$ cat src/rtl/tdm_pkg.sv
// Shared TDM framing constants and types, common to the 4-slot demultiplexer
// and its companion transmitter.
package tdm_pkg;

    localparam int TDM_NUM_CH     = 4;
    localparam int TDM_SLOT_W     = 8;
    localparam int TDM_BIT_CNT_W  = 3;
    localparam int TDM_SLOT_CNT_W = 2;

    typedef enum logic {
        ST_HUNT   = 1'b0,
        ST_LOCKED = 1'b1
    } tdm_state_e;

    typedef logic [TDM_BIT_CNT_W-1:0]  bit_cnt_t;
    typedef logic [TDM_SLOT_CNT_W-1:0] slot_cnt_t;

endpackage

$ cat src/rtl/tdm_slot_counter.sv
// Bit-within-slot and slot-within-frame counters for a 4x8 TDM frame.
// The bit counter holds the number of bits already received in the current slot.
module tdm_slot_counter
    import tdm_pkg::*;
(
    input  logic      clk,
    input  logic      rst_n,
    input  logic      advance,
    input  logic      restart,
    input  logic      clear,
    output slot_cnt_t slot_cnt,
    output logic      boundary,
    output logic      word_done,
    output logic      frame_done
);

    bit_cnt_t bit_cnt;

    // restart loads the state "one bit of slot 0 already taken"
    always_ff @(posedge clk or negedge rst_n) begin
        if (!rst_n) begin
            bit_cnt  <= '0;
            slot_cnt <= '0;
        end else if (clear) begin
            bit_cnt  <= '0;
            slot_cnt <= '0;
        end else if (restart) begin
            bit_cnt  <= bit_cnt_t'(1);
            slot_cnt <= '0;
        end else if (advance) begin
            bit_cnt <= bit_cnt + bit_cnt_t'(1);
            if (bit_cnt == '1) begin
                slot_cnt <= slot_cnt + slot_cnt_t'(1);
            end
        end
    end

    assign boundary   = (bit_cnt == '0) && (slot_cnt == '0);
    assign word_done  = (bit_cnt == '1);
    assign frame_done = (bit_cnt == '1) && (slot_cnt == '1);

endmodule

$ cat src/rtl/tdm_demux4.sv
// Serial 4-slot TDM frame demultiplexer: locks on sync, shifts slots MSB-first,
// stages completed words and publishes whole frames atomically.
module tdm_demux4
    import tdm_pkg::*;
#(
    parameter int NUM_CH = TDM_NUM_CH,
    parameter int SLOT_W = TDM_SLOT_W
) (
    input  logic              clk,
    input  logic              rst_n,
    input  logic              en,
    input  logic              sync,
    input  logic              din,
    output logic [SLOT_W-1:0] out0,
    output logic [SLOT_W-1:0] out1,
    output logic [SLOT_W-1:0] out2,
    output logic [SLOT_W-1:0] out3,
    output logic              frame_valid,
    output logic              sync_err,
    output logic              locked
);

    // en is a qualifier, not a handshake: a cycle with en=0 is invisible to
    // all state, and every en=1 cycle carries exactly one bit (and its sync).

    tdm_state_e        state_q, state_d;
    logic [SLOT_W-1:0] shift_q;
    logic [SLOT_W-1:0] stage_q [NUM_CH-1];
    logic [SLOT_W-1:0] new_word;

    slot_cnt_t slot_cnt;
    logic      boundary, word_done, frame_done;
    logic      cnt_adv, cnt_restart, cnt_clear;
    logic      shift_load, shift_en, clear_stage, err_d;
    logic      frame_done_now;

    tdm_slot_counter u_cnt (
        .clk        (clk),
        .rst_n      (rst_n),
        .advance    (cnt_adv),
        .restart    (cnt_restart),
        .clear      (cnt_clear),
        .slot_cnt   (slot_cnt),
        .boundary   (boundary),
        .word_done  (word_done),
        .frame_done (frame_done)
    );

    always_ff @(posedge clk or negedge rst_n) begin
        if (!rst_n) begin
            state_q <= ST_HUNT;
        end else begin
            state_q <= state_d;
        end
    end

    always_comb begin
        state_d     = state_q;
        cnt_adv     = 1'b0;
        cnt_restart = 1'b0;
        cnt_clear   = 1'b0;
        shift_load  = 1'b0;
        shift_en    = 1'b0;
        clear_stage = 1'b0;
        err_d       = 1'b0;
        case (state_q)
            ST_HUNT: begin
                if (en && sync) begin
                    state_d     = ST_LOCKED;
                    cnt_restart = 1'b1;
                    shift_load  = 1'b1;
                end
            end
            ST_LOCKED: begin
                if (en) begin
                    if (sync && !boundary) begin
                        // early sync: drop the partial frame, this bit opens a new one
                        err_d       = 1'b1;
                        cnt_restart = 1'b1;
                        shift_load  = 1'b1;
                        clear_stage = 1'b1;
                    end else if (!sync && boundary) begin
                        err_d     = 1'b1;
                        cnt_clear = 1'b1;
                        state_d   = ST_HUNT;
                    end else begin
                        cnt_adv  = 1'b1;
                        shift_en = 1'b1;
                    end
                end
            end
            default: begin
                state_d = ST_HUNT;
            end
        endcase
    end

    assign new_word       = {shift_q[SLOT_W-2:0], din};
    assign frame_done_now = shift_en && frame_done;

    always_ff @(posedge clk or negedge rst_n) begin
        if (!rst_n) begin
            shift_q     <= '0;
            frame_valid <= 1'b0;
            sync_err    <= 1'b0;
            out0        <= '0;
            out1        <= '0;
            out2        <= '0;
            out3        <= '0;
            for (int i = 0; i < NUM_CH-1; i++) begin
                stage_q[i] <= '0;
            end
        end else begin
            frame_valid <= frame_done_now;
            sync_err    <= err_d;

            if (shift_load) begin
                shift_q <= {{(SLOT_W-1){1'b0}}, din};
            end else if (shift_en) begin
                shift_q <= new_word;
            end

            // the last slot bypasses staging and goes straight to out3
            if (clear_stage) begin
                for (int i = 0; i < NUM_CH-1; i++) begin
                    stage_q[i] <= '0;
                end
            end else if (shift_en && word_done) begin
                for (int i = 0; i < NUM_CH-1; i++) begin
                    if (slot_cnt == slot_cnt_t'(i)) begin
                        stage_q[i] <= new_word;
                    end
                end
            end

            if (frame_done_now) begin
                out0 <= stage_q[0];
                out1 <= stage_q[1];
                out2 <= stage_q[2];
                out3 <= new_word;
            end
        end
    end

    assign locked = (state_q == ST_LOCKED);

endmodule
$ cat config.mk
export PLATFORM = sky130hd
export DESIGN_NAME = tdm_demux4
export DESIGN_NICKNAME = d
export VERILOG_FILES = /design/src/rtl/tdm_pkg.sv /design/src/rtl/tdm_slot_counter.sv /design/src/rtl/tdm_demux4.sv
export SDC_FILE = /design/constraint.sdc
export NUM_CORES = 1
export LEC_CHECK = 0
export ABC_AREA = 0
export BUFFER_PORTS_ARGS = -buffer_cell sky130_fd_sc_hd__clkbuf_2
export CAP_MARGIN = 20
export CORE_MARGIN = 1
export CORE_UTILIZATION = 50
export CTS_CLUSTER_DIAMETER = 120
export CTS_CLUSTER_SIZE = 16
export DETAILED_ROUTE_END_ITERATION = 10
export PLACE_DENSITY = 0.81
export SYNTH_ARGS = -nofsm -noshare
export SYNTH_HDL_FRONTEND = slang
export SYNTH_HIERARCHICAL = 1
export SYNTH_SLANG_ARGS = --single-unit
$ cat constraint.sdc
create_clock -name clk -period 2.3 [get_ports clk]
set_input_delay 0.46 -clock clk [delete_from_list [all_inputs] [get_ports clk]]
set_output_delay 0.46 -clock clk [all_outputs]
set_load 0.02 [all_outputs]
==> results of run 1 <==
[Yosys cell counts, types with 2 or more instances]
| cell | count |
|---|---|
| a21bo_1 | 2 |
| a21oi_1 | 10 |
| buf_6 | 6 |
| clkbuf_1 | 4 |
| dfrtp_1 | 71 |
| ha_1 | 7 |
| inv_1 | 8 |
| mux2_2 | 4 |
| mux2_4 | 29 |
| mux2i_1 | 27 |
| nand2_1 | 46 |
| nand3_1 | 2 |
| nor2_1 | 6 |
| or3b_1 | 2 |
[worst paths after layout]
| kind | to | slack, ps | depth (start not counted) |
|---|---|---|---|
| max | stage_q[0]$_DFFE_PN0P_ | 190 | 8 |
| min | frame_valid$_DFF_PN0_ | 120 | 2 |
| max reg2reg | stage_q[0]$_DFFE_PN0P_ | 190 | 8 |
| min reg2reg | out2[6]$_DFFE_PN0P_ | 510 | 1 |
| max in group asynchronous | out3[6]$_DFFE_PN0P_ | 1880 | 2 |
| min in group clk | out3[0]$_DFFE_PN0P_ | 390 | 2 |
[power by group]
group / internal [mW] / switching [mW]
sequential: 1.32 / 0.0955
combinational: 0.170 / 0.313
clock: 0.757 / 0.501
total: 2.25 / 0.910
[per-layer routing]
metal | vias up | GRT usage | part of all wire
met3 | 12 | 0.0506 | 0.039
met4 | 0 | 0.0911 | 0.019
li1 | 888 | - | -
met1 | 932 | 0.260 | 0.49
met5 | - | 0 | 0
met2 | 42 | 0.295 | 0.45
[sequential cells by signal (all words and copies together) (netlist names)]
name,count
out3,8
locked,1
out2,8
out1,8
u_cnt/bit_cnt,3
sync_err,1
out0,8
stage_q,24
frame_valid,1
shift_q,7
u_cnt/slot_cnt,2
[final cells by class]
| cell class | instances | area [µm²] | share of cell area |
|---|---|---|---|
| clock buffers | 10 | 138 | 0.0374 |
| multi-input cells | 147 | 1240 | 0.337 |
| flip-flops and latches | 71 | 1780 | 0.482 |
| inverters | 9 | 33.8 | 0.00917 |
| well taps | 75 | 93.8 | 0.0255 |
| repair buffers | 47 | 284 | 0.0771 |
| clock inverters | 6 | 116 | 0.0316 |
[logic make-up after synthesis]
kind of cell / Yosys count / synth area share
flops: 71 / 0.566
simple gates: 65 / 0.0973
mux: 60 / 0.239
buf+inv: 20 / 0.0395
compound gates: 14 / 0.0267
fa+ha+maj: 7 / 0.0279
xor+xnor: 1 / 0.00279
[metrics by stage]
stage	setup slack, ps	area (µm²)	hold slack (ps)
5_1_grt	27.1	3680	135
6_report	186	3680	123
2_1_floorplan	246	3140	164
3_5_place_dp	63.9	3420	494
3_3_place_gp	161	3420	489
4_1_cts	59.9	3670	129
[placed cells by master, fill, tap and decap left out, types with 2 or more instances in the layout]
| master | instances |
|---|---|
| a21oi_1 | 10 |
| nor2_1 | 6 |
| bufinv_16 | 3 |
| inv_1 | 8 |
| mux2_4 | 29 |
| ha_1 | 7 |
| buf_4 | 5 |
| mux2i_1 | 27 |
| nand2_1 | 46 |
| or3b_4 | 2 |
| a21bo_1 | 2 |
| dfrtp_1 | 71 |
| clkinv_4 | 2 |
| clkbuf_8 | 10 |
| nand3_1 | 2 |
| clkbuf_2 | 38 |
| buf_12 | 2 |
| mux2_2 | 4 |
[what timing repair did]
item,CTS,global route
gates resized for setup,0,3
buffers inserted,0,0
hold endpoints to repair,0,0
endpoints found under the setup margin,0,18
==> results.py, run 1 <==
metrics = {
    "run_status": {
        "status": "finished clean",
    },
    "floorplan": {
        "die_h_um": 81.2,
        "core_area_um2": 5990,
        "initial_core_util": 0.524,
        "placementRows": 28,
        "die_w_um": 81.2,
        "io_pins": 40,
        "die_area_um2": 6590,
    },
    "place": {
        "port_buffers": 39,
        "gp_congestion": 0.778,
        "place_hpwl_mm": 3.72,
        "dp_cells": 349,
    },
    "timing": {
        "setup_viol": 0,
        "fin_crit_sh": 0.919,
        "setup-tns-final_ps": 0,
        "clock-skew-final_ps": 14.1,
        "maxClockFrequency_mhz": 473,
        "worst_slew_pin_slew_ps": 549,
        "slew_viol_final": 0,
        "relSlewSlack": 0.633,
        "hold_viol": 0,
        "layout_min_cycle_time_ps": 2110,
        "grt_setup_unrepaired": "false",
    },
    "clock_tree": {
        "cts.path.max_buffers": 2,
        "cts_tree": "done",
        "hold_buffers": 0,
        "numCtsBuffers": 9,
        "cts_sinks": 71,
        "cts-root-buf": "clkbuf_8",
        "clk_latency_ps": 360,
        "cts_max_level": 3,
        "cts.clk_slew.worst_paths_ps": 80,
    },
    "worst_setup_path": {
        "endpoint_kind": "flip-flop",
        "crit_family": "simple AND/OR/NAND/NOR gates",
        "cp_max_fo": 8,
        "worstPathRequired_ps": 2530,
        "cp-startpoint": "u_cnt/bit_cnt[0]$_DFFE_PN0P_",
        "timing.rr.start": "u_cnt/bit_cnt[0]$_DFFE_PN0P_",
        "critPathBufInv": 1,
        "startpoint_type": "flip-flop",
        "crit_slowest_cell": "or3b_4",
        "worst_path_most_repeated_cell": "ha_1",
        "crit_type": "flip-flop to flip-flop",
        "cpPeakStageDelay_ps": 540,
        "worstPathArrival_ps": 2340,
        "path_cells": "inv_1, ha_1, nand2_1, nor2_1, ha_1, nand4_2, or3b_4, mux2i_1",
    },
    "layout": {
        "syn_to_final_growth_pct": 17.4,
        "drive_gt1_frac": 0.359,
        "fin_util": 0.615,
        "nets": 297,
        "diodes": 0,
        "fill_cells": 468,
        "final_cell_count_no_fill": 365,
    },
    "power": {
        "power_mw": 3.16,
        "irDropWorstVdd_mv": 0.611,
        "powerDensity_nw_per_um2": 858,
        "power_leakage_nw": 2.05,
    },
    "grt": {
        "globalRouteOverflowTotal": 0,
        "grt_usage": 0.194,
        "grt_max_degree": 72,
        "grt_pass1_wl_mm": 9.40,
        "grt_pass1_vias": 1918,
        "antenna_found_initial": 0,
    },
    "logic_synthesis": {
        "syn_area_um2": 3140,
        "synthCells": 238,
        "ys_seq_elements": 71,
        "synth_top_cell_area_share": 0.566,
        "async_flop_share": 1.00,
        "synth_fp_nets": 250,
        "synth_top_flop_cell": "dfrtp_1",
        "avgSynthCellArea_um2": 13.2,
        "yosysTopAreaCell": "dfrtp_1",
        "ys_warn_count": 6,
        "seq_area_frac_synth": 0.566,
        "synth.area.top_cells": "dfrtp_1 (57%), mux2_4 (14%), mux2i_1 (8.6%), nand2_1 (5.5%), ha_1 (2.8%)",
        "yosysUniqueCellTypes": 28,
        "synth-edff-count": 0,
    },
    "routing": {
        "dr.pass1.iters": 4,
        "vias": 1874,
        "route.detailed.drc": 0,
        "drtIter0Drc": 119,
        "drt-total-wl_mm": 5.59,
        "via_per_inst": 5.13,
        "avgRoutedWirePerCell_um": 15.3,
        "postRouteAntennaNets": 0,
    },
    "flow_run": {
        "drv_cap": 0,
    },
    "hold_path": {
        "hold_class": "primary input to asynchronous set/reset pin",
    },
}
Note: power is estimated with default switching activity, not from simulation.
==> run 2, diff against run 1 <==
--- a/config.mk
+++ b/config.mk
@@ -9,11 +9,11 @@
 export BUFFER_PORTS_ARGS = -buffer_cell sky130_fd_sc_hd__clkbuf_2
 export CAP_MARGIN = 20
 export CORE_MARGIN = 1
-export CORE_UTILIZATION = 50
+export CORE_UTILIZATION = 57
 export CTS_CLUSTER_DIAMETER = 120
 export CTS_CLUSTER_SIZE = 16
 export DETAILED_ROUTE_END_ITERATION = 10
-export PLACE_DENSITY = 0.81
+export PLACE_DENSITY = 0.9
 export SYNTH_ARGS = -nofsm -noshare
 export SYNTH_HDL_FRONTEND = slang
 export SYNTH_HIERARCHICAL = 1
==> run 2 against run 1 <==
Register-to-register slack lost 30 ps. Hold slack gained 27 ps. Sequential cell count is the same. Final area shrank 0.48%. Fmax shrank 1.4%. Clock power shrank 5%. Critical endpoint is now out3[1]$_DFFE_PN0P_. First-iteration DRC count shrank 32%. Largest power group unchanged. Routed wire length grew 0.29%.
==> results.py, run 2 (synthesized netlist as in run 1, its figures left out) <==
metrics = {
    "floorplan": {
        "core_area_um2": 5200,
        "die_h_um": 76.2,
        "die_w_um": 76.2,
        "placementRows": 26,
        "die_area_um2": 5800,
        "io_pins": 40,
        "initial_core_util": 0.603,
    },
    "clock_tree": {
        "cts_max_level": 3,
        "postCtsSetupBuffers": 0,
        "clk_latency_ps": 350,
        "cts.path.max_buffers": 2,
        "cts_sinks": 71,
        "cts.clk_slew.worst_paths_ps": 70,
        "cts-root-buf": "clkbuf_8",
        "numCtsBuffers": 9,
        "cts_tree": "done",
    },
    "timing": {
        "setup-tns-final_ps": 0,
        "layout_min_cycle_time_ps": 2140,
        "setup_viol": 0,
        "fin_crit_sh": 0.932,
        "worst_slew_pin_slew_ps": 693,
        "slew_viol_final": 0,
        "hold_viol": 0,
        "relSlewSlack": 0.538,
        "maxClockFrequency_mhz": 466,
        "clock-skew-final_ps": 6.72,
        "setup_slack_ps": 156,
        "grt_setup_unrepaired": "false",
    },
    "grt": {
        "grt_usage": 0.214,
        "grt_max_degree": 43,
        "antenna_found_initial": 0,
        "grt_pass1_wl_mm": 9.40,
        "globalRouteOverflowTotal": 0,
        "grt_pass1_vias": 1837,
    },
    "power": {
        "seqPwrFrac": 0.455,
        "pwr-share-comb": 0.158,
        "pwr-share-clk": 0.387,
        "switching_share": 0.276,
        "power.internal_mw": 2.25,
        "power_leakage_nw": 2.05,
        "irDropWorstVdd_mv": 0.631,
        "powerDensity_nw_per_um2": 848,
        "switchingPower_mw": 0.857,
    },
    "worst_setup_path": {
        "worst_path_most_repeated_cell": "ha_1",
        "path_cells": "inv_1, ha_1, nand2_1, nor2_1, ha_1, nand3_2, inv_2, nand2_4, buf_4, mux2_2",
        "startpoint_type": "flip-flop",
        "r2r_slack_ps": 160,
        "cpPeakStageDelay_ps": 410,
        "cp-startpoint": "u_cnt/bit_cnt[0]$_DFFE_PN0P_",
        "reg2reg_depth": 10,
        "crit_slowest_cell": "dfrtp_1",
        "cp_max_fo": 12,
        "worstPathArrival_ps": 2380,
        "endpoint_kind": "flip-flop",
        "worstPathRequired_ps": 2530,
        "timing.rr.start": "u_cnt/bit_cnt[0]$_DFFE_PN0P_",
        "crit_type": "flip-flop to flip-flop",
    },
    "layout": {
        "final_cell_mix": "dfrtp_1 (71), nand2_1 (46), clkbuf_2 (38)",
        "fill_cells": 369,
        "diodes": 0,
        "seqCellArea_um2": 1780,
        "multiInputGateArea_um2": 1240,
        "mostFrequentLayoutCell": "dfrtp_1",
        "syn_to_final_growth_pct": 16.9,
        "drive_gt1_frac": 0.351,
        "largest_reg_flops": 24,
        "top_register": "stage_q",
        "nets": 298,
    },
    "place": {
        "dp_slack_ps": 85.1,
        "port_buffers": 39,
        "gp_congestion": 0.804,
        "place_hpwl_mm": 3.88,
    },
    "routing": {
        "wirelength_met1_mm": 2.63,
        "avgRoutedWirePerCell_um": 15.5,
        "route.detailed.drc": 0,
        "postRouteAntennaNets": 0,
        "drtIter0Drc": 81,
        "wl_met2_mm": 2.67,
        "highest_layer": "met4",
        "via_per_inst": 5.25,
        "dr.pass1.iters": 4,
        "met3_length_um": 198,
        "vias": 1894,
        "drt-total-wl_mm": 5.60,
    },
    "run_status": {
        "status": "finished clean",
    },
    "hold_path": {
        "hold_class": "primary input to asynchronous set/reset pin",
    },
    "flow_run": {
        "drv_cap": 0,
    },
}
[run 2: through the flow]
step                 util  cell area, µm²  power [mW]  cells  hold WS (ps)
finish              0.704            3670        3.11    361           150
global route        0.704            3670        3.25    361           209
CTS                 0.703            3660        3.13    361           167
detailed placement  0.657            3420        1.93    345           494
global placement    0.657            3420        1.90    345           492
floorplan               -            3140        1.77    238           164
[run 2: layout make-up]
cell class,instances,area share
flip-flops and latches,71,0.485
well taps,70,0.0239
clock inverters,3,0.0246
multi-input cells,147,0.339
inverters,9,0.00922
repair buffers,48,0.0785
clock buffers,13,0.0406
[run 2: layer usage]
metal	up-vias	global-route usage
li1	896	-
met2	44	0.328
met3	10	0.0587
met5	-	0
met4	0	0.104
met1	944	0.282
[run 2: path summary, 6_finish.rpt]
| check | end |
|---|---|
| hold reg to reg | out0[1]$_DFFE_PN0P_ |
| setup reg to reg | out3[1]$_DFFE_PN0P_ |
| min in group clk | sync_err$_DFF_PN0_ |
| hold / removal | frame_valid$_DFF_PN0_ |
| setup / recovery | out3[1]$_DFFE_PN0P_ |
| max in group asynchronous | stage_q[8]$_DFFE_PN0P_ |
[run 2: worst max-delay path: cells and delay by family (launching register included)]
| family | cells | cell delay (ps) |
|---|---|---|
| multiplexers | 1 | 360 |
| AND/OR/NAND/NOR | 4 | 440 |
| buffers and inverters | 3 | 380 |
| flip-flops | 1 | 410 |
| adder cells (fa/ha/maj) | 2 | 440 |
[run 2: power by group through the flow]
stage               Sequential [mW]  Combinational [mW]  Clock (mW)
finish                         1.41               0.491        1.20
global placement               1.43               0.471           0
global route                   1.42               0.552        1.27
CTS                            1.41               0.496        1.22
floorplan                      1.42               0.355           0
detailed placement             1.44               0.492           0
[run 2: timing repair]
item	in CTS	in global routing
gates resized for setup	0	2
endpoints found under the hold margin	0	0
hold buffers	0	0
setup endpoints to repair	0	16
==> run 3, diff against run 2 <==
--- a/config.mk
+++ b/config.mk
@@ -5,7 +5,7 @@
 export SDC_FILE = /design/constraint.sdc
 export NUM_CORES = 1
 export LEC_CHECK = 0
-export ABC_AREA = 0
+export ABC_AREA = 1
 export BUFFER_PORTS_ARGS = -buffer_cell sky130_fd_sc_hd__clkbuf_2
 export CAP_MARGIN = 20
 export CORE_MARGIN = 1
==> run 3 against run 2 <==
Sequential power is essentially flat. Final area decreased by 2.3%. Via count is 27% higher. Synthesized area down 0.40%. Power shrank 0.38%. Critical path depth down 1. Register-to-register slack better by 60 ps. Sequential share of layout area rose by 1.1 points. Routed wire length up 7.5%. Synthesized cell count rose by 49%. Sequential cell count did not move.
==> results.py, run 3 <==
metrics = {
    "logic_synthesis": {
        "synthCells": 355,
        "synth.area.top_cells": "dfrtp_1 (57%), nand2_1 (18%), nand3_1 (8.5%), ha_1 (2.8%), inv_1 (2.8%)",
        "synth-edff-count": 0,
        "avgSynthCellArea_um2": 8.80,
        "async_flop_share": 1.00,
        "synthTopCellsByCount": "nand2_1 (152), dfrtp_1 (71), nand3_1 (53)",
        "yosysUniqueCellTypes": 17,
        "ys_seq_elements": 71,
        "synth_fp_nets": 367,
        "ys_warn_count": 6,
        "synth_top_flop_cell": "dfrtp_1",
        "yosys.cell_count.top_type": "nand2_1",
        "yosysTopAreaCell": "dfrtp_1",
        "seq_area_frac_synth": 0.569,
        "syn_area_um2": 3120,
        "synth_top_cell_area_share": 0.569,
    },
    "layout": {
        "multiInputGateArea_um2": 1150,
        "nets": 409,
        "final_cell_mix": "nand2_1 (152), dfrtp_1 (71), nand3_1 (53)",
        "seqCellArea_um2": 1780,
        "fin_area_um2": 3580,
        "largest_reg_flops": 24,
        "diodes": 0,
        "top_register": "stage_q",
        "mostFrequentLayoutCell": "nand2_1",
        "drive_gt1_frac": 0.179,
        "syn_to_final_growth_pct": 14.7,
        "fill_cells": 422,
    },
    "floorplan": {
        "placementRows": 26,
        "die_area_um2": 5780,
        "die_w_um": 76.0,
        "io_pins": 40,
        "core_area_um2": 5200,
        "die_h_um": 76.0,
        "initial_core_util": 0.600,
    },
    "worst_setup_path": {
        "worst-path-stages": 9,
        "worstPathRequired_ps": 2580,
        "startpoint_type": "flip-flop",
        "critPathBufInv": 1,
        "endpoint_kind": "flip-flop",
        "r2r_slack_ps": 220,
        "reg2reg_depth": 9,
        "crit_slowest_cell": "dfrtp_1",
        "worstPathArrival_ps": 2370,
        "crit_family": "simple AND/OR/NAND/NOR gates",
        "cpPeakStageDelay_ps": 450,
        "crit_type": "flip-flop to flip-flop",
        "path_cells": "inv_1, ha_1, nand2_1, nor2_1, ha_1, nand3_4, nor2_4, nand3_1, nand2_1",
        "cp_max_fo": 24,
    },
    "timing": {
        "maxClockFrequency_mhz": 480,
        "worst_slew_pin_slew_ps": 671,
        "fin_crit_sh": 0.907,
        "layout_min_cycle_time_ps": 2080,
        "slew_viol_final": 0,
        "clock-skew-final_ps": 7.62,
        "grt_setup_unrepaired": "false",
        "relSlewSlack": 0.551,
        "setup_slack_ps": 215,
        "hold_viol": 0,
        "setup_viol": 0,
        "setup-tns-final_ps": 0,
    },
    "grt": {
        "grt_max_degree": 72,
        "grt_usage": 0.234,
        "antenna_found_initial": 0,
        "grt_pass1_wl_mm": 10.5,
        "grt_pass1_vias": 2304,
        "globalRouteOverflowTotal": 0,
    },
    "clock_tree": {
        "ctsResizeCount": 0,
        "cts.path.max_buffers": 2,
        "cts_tree": "done",
        "cts.clk_slew.worst_paths_ps": 70,
        "clk_latency_ps": 350,
        "postCtsSetupBuffers": 0,
        "hold_buffers": 0,
        "cts_sinks": 71,
        "numCtsBuffers": 9,
        "cts-root-buf": "clkbuf_8",
        "cts_max_level": 3,
    },
    "place": {
        "place_hpwl_mm": 3.97,
        "dpl_cell_area_um2": 3350,
        "gp_congestion": 0.848,
        "dp_slack_ps": 209,
        "port_buffers": 39,
    },
    "routing": {
        "route.detailed.drc": 0,
        "drt-total-wl_mm": 6.02,
        "vias": 2414,
        "postRouteAntennaNets": 0,
        "drtIter0Drc": 171,
        "avgRoutedWirePerCell_um": 12.8,
        "dr.pass1.iters": 4,
        "via_per_inst": 5.11,
    },
    "run_status": {
        "status": "finished clean",
    },
    "flow_run": {
        "drv_cap": 0,
    },
    "power": {
        "power_leakage_nw": 2.09,
        "powerDensity_nw_per_um2": 864,
        "irDropWorstVdd_mv": 0.634,
    },
    "hold_path": {
        "hold_class": "primary input to asynchronous set/reset pin",
    },
}
-- run 3: worst reg2reg max path: cells and delay by family (launching register included) --
family / cells / cell delay (ps)
AND/OR/NAND/NOR: 6 / 950
flip-flops: 1 / 450
buffers and inverters: 1 / 70
adder cells (fa/ha/maj): 2 / 540
-- run 3: cell type report --
| type | count | area share |
|---|---|---|
| timing repair buffer | 43 | 0.0664 |
| clock inverter | 5 | 0.0220 |
| multi-input combinational | 247 | 0.322 |
| tap | 70 | 0.0244 |
| inverter | 25 | 0.0265 |
| clock buffer | 11 | 0.0423 |
| sequential | 71 | 0.496 |
-- run 3: final timing paths --
path / from / end
max: u_cnt/slot_cnt[0]$_DFFE_PN0P_ / stage_q[10]$_DFFE_PN0P_
min: rst_n / out3[6]$_DFFE_PN0P_
max reg2reg: u_cnt/slot_cnt[0]$_DFFE_PN0P_ / stage_q[10]$_DFFE_PN0P_
min reg2reg: stage_q[9]$_DFFE_PN0P_ / out1[1]$_DFFE_PN0P_
max in group asynchronous: rst_n / out1[5]$_DFFE_PN0P_
min in group clk: din / out3[0]$_DFFE_PN0P_
-- run 3: per-stage QoR --
stage | hold slack, ps | cells | total power, mW | utilization
finish | 114 | 472 | 3.10 | 0.688
global route | 154 | 472 | 3.26 | 0.688
CTS | 132 | 472 | 3.12 | 0.688
detailed placement | 464 | 456 | 1.99 | 0.644
global placement | 455 | 456 | 1.96 | 0.644
floorplan | 164 | 355 | 1.83 | -
-- run 3: report_power, final --
part / leakage [nW] / switching, mW / total, mW / internal [mW]
logic: 0.984 / 0.397 / 0.562 / 0.165
registers: 0.982 / 0.0782 / 1.40 / 1.32
clock network: 0.120 / 0.464 / 1.13 / 0.670
total: 2.09 / 0.940 / 3.10 / 2.16
-- run 3: metal layers --
layer / share of wire / global-route usage / vias to the layer above
met5: 0 / 0 / -
met4: 0.014 / 0.0865 / 0
met3: 0.056 / 0.0707 / 11
met2: 0.49 / 0.368 / 72
met1: 0.44 / 0.309 / 1137
li1: - / - / 1194
-- run 3: kinds of logic (layout without fill, tap and decap cells) --
kind of cell | after synthesis | count (layout) | synth area share
AOI/OAI and AO/OA | 11 | 11 | 0.0176
buffers and inverters | 37 | 84 | 0.0617
DFF | 71 | 71 | 0.569
and+or+nand+nor | 229 | 229 | 0.324
adders and majority gates | 7 | 7 | 0.0280
